$ cat config.mk
export PLATFORM = sky130hd
export DESIGN_NAME = ets_sweep_sequencer_flat
export DESIGN_NICKNAME = d
export VERILOG_FILES = /design/src/rtl/ets_sweep_sequencer_if.sv /design/src/rtl/ets_sweep_sequencer.sv /design/src/flat_wrapper.sv
export SDC_FILE = /design/constraint.sdc
export NUM_CORES = 1
export LEC_CHECK = 0
export BUFFER_PORTS_ARGS = -buffer_cell sky130_fd_sc_hd__buf_2
export CORE_ASPECT_RATIO = 0.6
export CORE_MARGIN = 4
export CORE_UTILIZATION = 43
export CTS_BUF_LIST = sky130_fd_sc_hd__clkbuf_2 sky130_fd_sc_hd__clkbuf_4 sky130_fd_sc_hd__clkbuf_8
export CTS_CLUSTER_DIAMETER = 80
export CTS_CLUSTER_SIZE = 40
export DETAILED_ROUTE_END_ITERATION = 6
export SLEW_MARGIN = 20
export SYNTH_ARGS = -nofsm -noshare
export SYNTH_HDL_FRONTEND = slang
export SYNTH_SLANG_ARGS = --single-unit
$ cat constraint.sdc
create_clock -name shifting_clk -period 6 [get_ports shifting_clk]
set_clock_uncertainty 0.15 [all_clocks]
set_input_delay 1.5 -clock shifting_clk [delete_from_list [all_inputs] [get_ports shifting_clk]]
set_output_delay 1.5 -clock shifting_clk [all_outputs]
set_load 0.005 [all_outputs]
$ cat src/rtl/ets_sweep_sequencer_if.sv
// Signal bundle between the ETS sweep sequencer and its surroundings
// (MMCM phase-shift port, capture core, frame buffer controller).
interface ets_sweep_sequencer_if;
  logic        en;
  logic        incdec;
  logic        ps_done;
  logic        cap_done;
  logic        frame_ack;
  logic        ps_en;
  logic        ps_incdec;
  logic        cap_start;
  logic [8:0]  step_idx;
  logic        frame_done;
  logic        busy;
  logic        timeout_err;
  logic [31:0] phase_counter;

  // master is the sequencer itself; slave is whatever drives its inputs
  modport master (
    input  en, incdec, ps_done, cap_done, frame_ack,
    output ps_en, ps_incdec, cap_start, step_idx, frame_done, busy,
           timeout_err, phase_counter
  );

  modport slave (
    output en, incdec, ps_done, cap_done, frame_ack,
    input  ps_en, ps_incdec, cap_start, step_idx, frame_done, busy,
           timeout_err, phase_counter
  );
endinterface

$ cat src/rtl/ets_sweep_sequencer.sv
// Phase-sweep sequencer: steps the MMCM phase shifter once per sample, waits
// for the shift to finish and settle, then requests one comparator capture.
module ets_sweep_sequencer #(
  parameter int STEPS      = 448,
  parameter int SETTLE     = 16,
  parameter int PS_TIMEOUT = 1023
) (
  input  logic                  shifting_clk,
  input  logic                  reset_n,
  ets_sweep_sequencer_if.master sweep
);

  localparam int TO_W = $clog2(PS_TIMEOUT + 1);
  localparam int ST_W = (SETTLE > 1) ? $clog2(SETTLE) : 1;
  localparam logic [8:0]      LAST_IDX = 9'(STEPS - 1);
  localparam logic [TO_W-1:0] TO_LIMIT = TO_W'(PS_TIMEOUT);
  localparam logic [ST_W-1:0] ST_LOAD  = ST_W'(SETTLE - 1);

  typedef enum logic [2:0] {
    S_IDLE,
    S_SHIFT,
    S_WAIT_DONE,
    S_SETTLE,
    S_CAPTURE,
    S_ADVANCE,
    S_FRAME,
    S_ERROR
  } state_t;

  state_t          state_q, state_d;
  logic [8:0]      step_q, step_d;
  logic            dir_q, dir_d;
  logic [TO_W-1:0] tcnt_q, tcnt_d, tcnt_inc;
  logic [ST_W-1:0] scnt_q, scnt_d;
  logic            ps_en_q;
  logic            cap_start_q, cap_start_d;
  logic            frame_done_q, frame_done_d;
  logic            err_q, err_d;
  logic [31:0]     phase_cnt_q;

  assign tcnt_inc = tcnt_q + 1'b1;

  always_comb begin
    state_d      = state_q;
    step_d       = step_q;
    dir_d        = dir_q;
    tcnt_d       = tcnt_q;
    scnt_d       = scnt_q;
    cap_start_d  = 1'b0;
    frame_done_d = frame_done_q;
    err_d        = err_q;

    unique case (state_q)
      S_IDLE: begin
        if (sweep.en) begin
          dir_d   = sweep.incdec;
          step_d  = '0;
          state_d = S_SHIFT;
        end
      end

      S_SHIFT: begin
        tcnt_d  = '0;
        state_d = S_WAIT_DONE;
      end

      // ps_done wins over a timeout landing in the same cycle
      S_WAIT_DONE: begin
        if (sweep.ps_done) begin
          scnt_d  = ST_LOAD;
          state_d = S_SETTLE;
        end else begin
          tcnt_d = tcnt_inc;
          if (tcnt_inc == TO_LIMIT) begin
            err_d   = 1'b1;
            state_d = S_ERROR;
          end
        end
      end

      S_SETTLE: begin
        if (scnt_q == '0) begin
          cap_start_d = 1'b1;
          state_d     = S_CAPTURE;
        end else begin
          scnt_d = scnt_q - 1'b1;
        end
      end

      S_CAPTURE: begin
        if (sweep.cap_done) begin
          state_d = S_ADVANCE;
        end
      end

      S_ADVANCE: begin
        if (step_q == LAST_IDX) begin
          frame_done_d = 1'b1;
          state_d      = S_FRAME;
        end else begin
          step_d  = step_q + 1'b1;
          state_d = sweep.en ? S_SHIFT : S_IDLE;
        end
      end

      // the next frame takes its direction at the moment the buffer accepts this one
      S_FRAME: begin
        if (sweep.frame_ack) begin
          frame_done_d = 1'b0;
          step_d       = '0;
          dir_d        = sweep.incdec;
          state_d      = sweep.en ? S_SHIFT : S_IDLE;
        end
      end

      S_ERROR: begin
        if (!sweep.en) begin
          err_d   = 1'b0;
          step_d  = '0;
          state_d = S_IDLE;
        end
      end

      default: state_d = S_IDLE;
    endcase
  end

  always_ff @(posedge shifting_clk or negedge reset_n) begin
    if (!reset_n) begin
      state_q      <= S_IDLE;
      step_q       <= '0;
      dir_q        <= 1'b0;
      tcnt_q       <= '0;
      scnt_q       <= '0;
      ps_en_q      <= 1'b0;
      cap_start_q  <= 1'b0;
      frame_done_q <= 1'b0;
      err_q        <= 1'b0;
    end else begin
      state_q      <= state_d;
      step_q       <= step_d;
      dir_q        <= dir_d;
      tcnt_q       <= tcnt_d;
      scnt_q       <= scnt_d;
      ps_en_q      <= (state_q == S_SHIFT);
      cap_start_q  <= cap_start_d;
      frame_done_q <= frame_done_d;
      err_q        <= err_d;
    end
  end

  // counts every completed shift, including ones the FSM is not waiting for
  always_ff @(posedge shifting_clk or negedge reset_n) begin
    if (!reset_n) begin
      phase_cnt_q <= '0;
    end else if (sweep.ps_done) begin
      phase_cnt_q <= phase_cnt_q + 32'd1;
    end
  end

  assign sweep.ps_en         = ps_en_q;
  assign sweep.ps_incdec     = dir_q;
  assign sweep.cap_start     = cap_start_q;
  assign sweep.step_idx      = step_q;
  assign sweep.frame_done    = frame_done_q;
  assign sweep.busy          = (state_q != S_IDLE) && (state_q != S_ERROR);
  assign sweep.timeout_err   = err_q;
  assign sweep.phase_counter = phase_cnt_q;

endmodule

$ cat src/flat_wrapper.sv
// flat-port wrapper written by rule: the top's interface ports become plain ports
module ets_sweep_sequencer_flat 
#(
  parameter int STEPS      = 448,
  parameter int SETTLE     = 16,
  parameter int PS_TIMEOUT = 1023
)
  (shifting_clk, reset_n, sweep_en, sweep_incdec, sweep_ps_done, sweep_cap_done, sweep_frame_ack, sweep_ps_en, sweep_ps_incdec, sweep_cap_start, sweep_step_idx, sweep_frame_done, sweep_busy, sweep_timeout_err, sweep_phase_counter);
  ets_sweep_sequencer_if sweep_i ();
  input  logic shifting_clk;
  input  logic reset_n;
  input wire logic [$bits(sweep_i.en)-1:0] sweep_en;
  input wire logic [$bits(sweep_i.incdec)-1:0] sweep_incdec;
  input wire logic [$bits(sweep_i.ps_done)-1:0] sweep_ps_done;
  input wire logic [$bits(sweep_i.cap_done)-1:0] sweep_cap_done;
  input wire logic [$bits(sweep_i.frame_ack)-1:0] sweep_frame_ack;
  output wire logic [$bits(sweep_i.ps_en)-1:0] sweep_ps_en;
  output wire logic [$bits(sweep_i.ps_incdec)-1:0] sweep_ps_incdec;
  output wire logic [$bits(sweep_i.cap_start)-1:0] sweep_cap_start;
  output wire logic [$bits(sweep_i.step_idx)-1:0] sweep_step_idx;
  output wire logic [$bits(sweep_i.frame_done)-1:0] sweep_frame_done;
  output wire logic [$bits(sweep_i.busy)-1:0] sweep_busy;
  output wire logic [$bits(sweep_i.timeout_err)-1:0] sweep_timeout_err;
  output wire logic [$bits(sweep_i.phase_counter)-1:0] sweep_phase_counter;
  assign sweep_i.en = sweep_en;
  assign sweep_i.incdec = sweep_incdec;
  assign sweep_i.ps_done = sweep_ps_done;
  assign sweep_i.cap_done = sweep_cap_done;
  assign sweep_i.frame_ack = sweep_frame_ack;
  assign sweep_ps_en = sweep_i.ps_en;
  assign sweep_ps_incdec = sweep_i.ps_incdec;
  assign sweep_cap_start = sweep_i.cap_start;
  assign sweep_step_idx = sweep_i.step_idx;
  assign sweep_frame_done = sweep_i.frame_done;
  assign sweep_busy = sweep_i.busy;
  assign sweep_timeout_err = sweep_i.timeout_err;
  assign sweep_phase_counter = sweep_i.phase_counter;
  ets_sweep_sequencer #(.STEPS(STEPS), .SETTLE(SETTLE), .PS_TIMEOUT(PS_TIMEOUT)) u_core (.shifting_clk(shifting_clk), .reset_n(reset_n), .sweep(sweep_i));
endmodule
==> flow_summary.yaml <==
synthesis:
  synth_common_cells: "dfrtp_1 (63), o21ai_0 (30), nand2_1 (29)"
  synth-xor-area-share_pct: 9.55
  synth_top_family_by_area: "simple AND/OR/NAND/NOR gates"
  seq_area_frac_synth_pct: 49.1
  synth_warnings: 0
  synthArstFlopShare_pct: 100
  synth_compound_area_share_pct: 14.5
  yosys_most_used_dff: "dfrtp_1"
  syn_nets: 342
  yosysMostFrequentCell: "dfrtp_1"
  yosys.area.top_type: "dfrtp_1"
  synth_adder_area_share_pct: 1.95
  postSynthAreaPerCell_sq_um: 9.73
  synth.area.mux_share_pct: 1.05
  synth_edf_count: 0
  synth_cells: 330
  yosys.area_share.simple_pct: 20.1
  ys_top_cells_by_area: "dfrtp_1 (49%), xnor2_1 (6.8%), o21ai_0 (4.7%)"
  ys_seq_elements: 63
  synthDistinctLibCells: 47
  yosysTopAreaCellShare_pct: 49.1
  syn_area_sq_um: 3210
power_and_ir_drop:
  p_per_area_nw_per_um2: 347
  ir_worst_vdd_mv: 0.247
  p_leak_uw: 0.00172
placed_design:
  post_dp_cell_area_sq_um: 3560
  io_buffers: 53
  gp_congestion: 0.798
  dp_hpwl_mm: 5.03
  post-place-ws_ns: 2.51
drt:
  drc: 0
  ant_nets: 0
  initialDrtViolationCount: 313
  drtPass1Iterations: 4
  vias_per_cell: 5.29
  wl_mm: 7.04
  wire_per_inst_um: 14.2
  num_vias: 2615
clock_network:
  insertion_delay_ns: 0.35
  cts_setup_buffers: 0
  numCtsBuffers: 9
  cts.sinks: 63
  cts.clk_slew.worst_paths_ns: 0.07
  ctsHoldBuffers: 0
  cts_tree: "yes"
  cts_buffer_depth: 2
  cts_htree_levels: 3
  ctsResizeCount: 0
  clk_root_buffer_cell: "clkbuf_8"
critical_path:
  max_stage_delay_ns: 0.65
  cp_cell_sequence: "and2_1 -> a21oi_1 -> buf_2"
  critPathCaptureType: "output port"
  crit_arrival_ns: 1.55
  worstSetupPathType: "register to output port"
  crit_fanout: 18
  required_ns: 4.35
  rr_worst_depth: 5
  cpMaxStageDelayCell: "dfrtp_1"
  start_kind: "register"
grt:
  grt_start_max_net_pins: 64
  grt_use_total_pct: 17.1
  grt_pass1_vias: 2463
  grt.overflow.total: 0
  antenna_found_initial: 0
  grt_pass1_wl_mm: 12.1
die:
  core_area_sq_um: 7270
  fp.dieArea_sq_um: 8960
  ioPinCount: 54
  num_rows: 24
  die_h_um: 74.9
  die_w_um: 120
  start_util_pct: 44.2
sta:
  setup_slack_ns: 2.80
  slew_headroom_pct: 39.7
  fmax_mhz: 313
  period_share_pct: 53.3
  tns_ns: 0
  slew_viol_final: 0
  worst_pin_slew_ns: 0.896
  hold_ws_ns: 0.319
  hold_viol: 0
  setup_viol: 0
  rsz0062_at_grt: "no"
  fin_crit_ns: 3.20
run:
  drv_cap: 0
finish:
  design_area_sq_um: 3770
  diodes: 0
  fin_util_pct: 51.8
  layout-drive-gt1-share_pct: 21.0
  area_growth_pct: 17.3
  fin_nets: 397
status:
  status: "finished, final reports clean"
hold_path:
  hold_class: "register to register"
  worst_hold_path.num_cells: 1
==> power breakdown <==
part	internal, uW	total [uW]	switching, uW
combinational	148	345	197
clock	204	378	174
sequential	489	584	95.4
total	841	1310	466
==> layout make-up <==
class	instances	area (sq um)
fillers	704	3500
clock inverters	6	70.1
repair buffers	54	273
flip-flops and latches	63	1580
inverters	17	63.8
well taps	104	130
multi-input cells	240	1520
clock buffers	10	138
==> cells in the final DEF (no fill, tap or decap), drive strengths merged, types with 4 or more instances in the layout <==
cell type,n
nand2b,4
xnor2,25
nand2,29
dfrtp,63
buf,54
nand4,14
nor3,7
inv,17
o41ai,4
and3,5
o31ai,6
o21ai,30
xor2,10
clkbuf,10
nand3,17
a21oi,11
nor2,29
and2,6
ha,5
==> metal layers <==
layer | global-route usage (%) | part of all wire (%) | routed length [um] | up-vias
li1 | - | - | - | 1285
met1 | 24.9 | 53 | 3720 | 1248
met2 | 24.1 | 40 | 2850 | 75
met3 | 5.63 | 5.7 | 400 | 7
met4 | 5.33 | 0.90 | 63 | 0
met5 | 0 | 0 | 0 | -
==> cells by family after synthesis <==
family,Yosys count
buf+inv,27
mux,3
simple gates,127
xor+xnor,35
flops,63
fa+ha+maj,5
compound gates,70
==> through the flow <==
stage | cells | total power (uW)
finish | 494 | 1310
global route | 494 | 1400
CTS | 494 | 1320
detailed placement | 478 | 937
global placement | 478 | 927
floorplan | 330 | 820
==> sequential cells by signal (all words and copies together), names as in the netlist <==
signal,count
u_core.scnt_q,4
u_core.sweep.frame_done,1
u_core.tcnt_q,10
u_core.sweep.ps_incdec,1
u_core.sweep.timeout_err,1
u_core.state_q,3
u_core.sweep.cap_start,1
u_core.sweep.phase_counter,32
u_core.sweep.ps_en,1
u_core.sweep.step_idx,9
==> worst paths after layout <==
kind                                                         endpoint                                  startpoint  slack (ns)
setup reg to reg                         u_core.tcnt_q[3]$_DFFE_PN0P_               u_core.state_q[1]$_DFFE_PN0P_        3.34
min in group asynchronous   u_core.sweep.phase_counter[6]$_DFFE_PN0P_                                     reset_n        1.16
hold / removal             u_core.sweep.phase_counter[31]$_DFFE_PN0P_  u_core.sweep.phase_counter[31]$_DFFE_PN0P_        0.32
hold reg to reg            u_core.sweep.phase_counter[31]$_DFFE_PN0P_  u_core.sweep.phase_counter[31]$_DFFE_PN0P_        0.32
max in group asynchronous  u_core.sweep.phase_counter[25]$_DFFE_PN0P_                                     reset_n        4.03
setup / recovery                                           sweep_busy               u_core.state_q[0]$_DFFE_PN0P_        2.80
==> worst max-delay path: cells and delay by family (launching register included) <==
family / cells / cell delay (ns)
and+or+nand+nor: 1 / 0.29
AOI/OAI and AO/OA: 1 / 0.11
buffers and inverters: 1 / 0.15
DFF: 1 / 0.65
No activity file was read; power rests on OpenSTA's default activity.
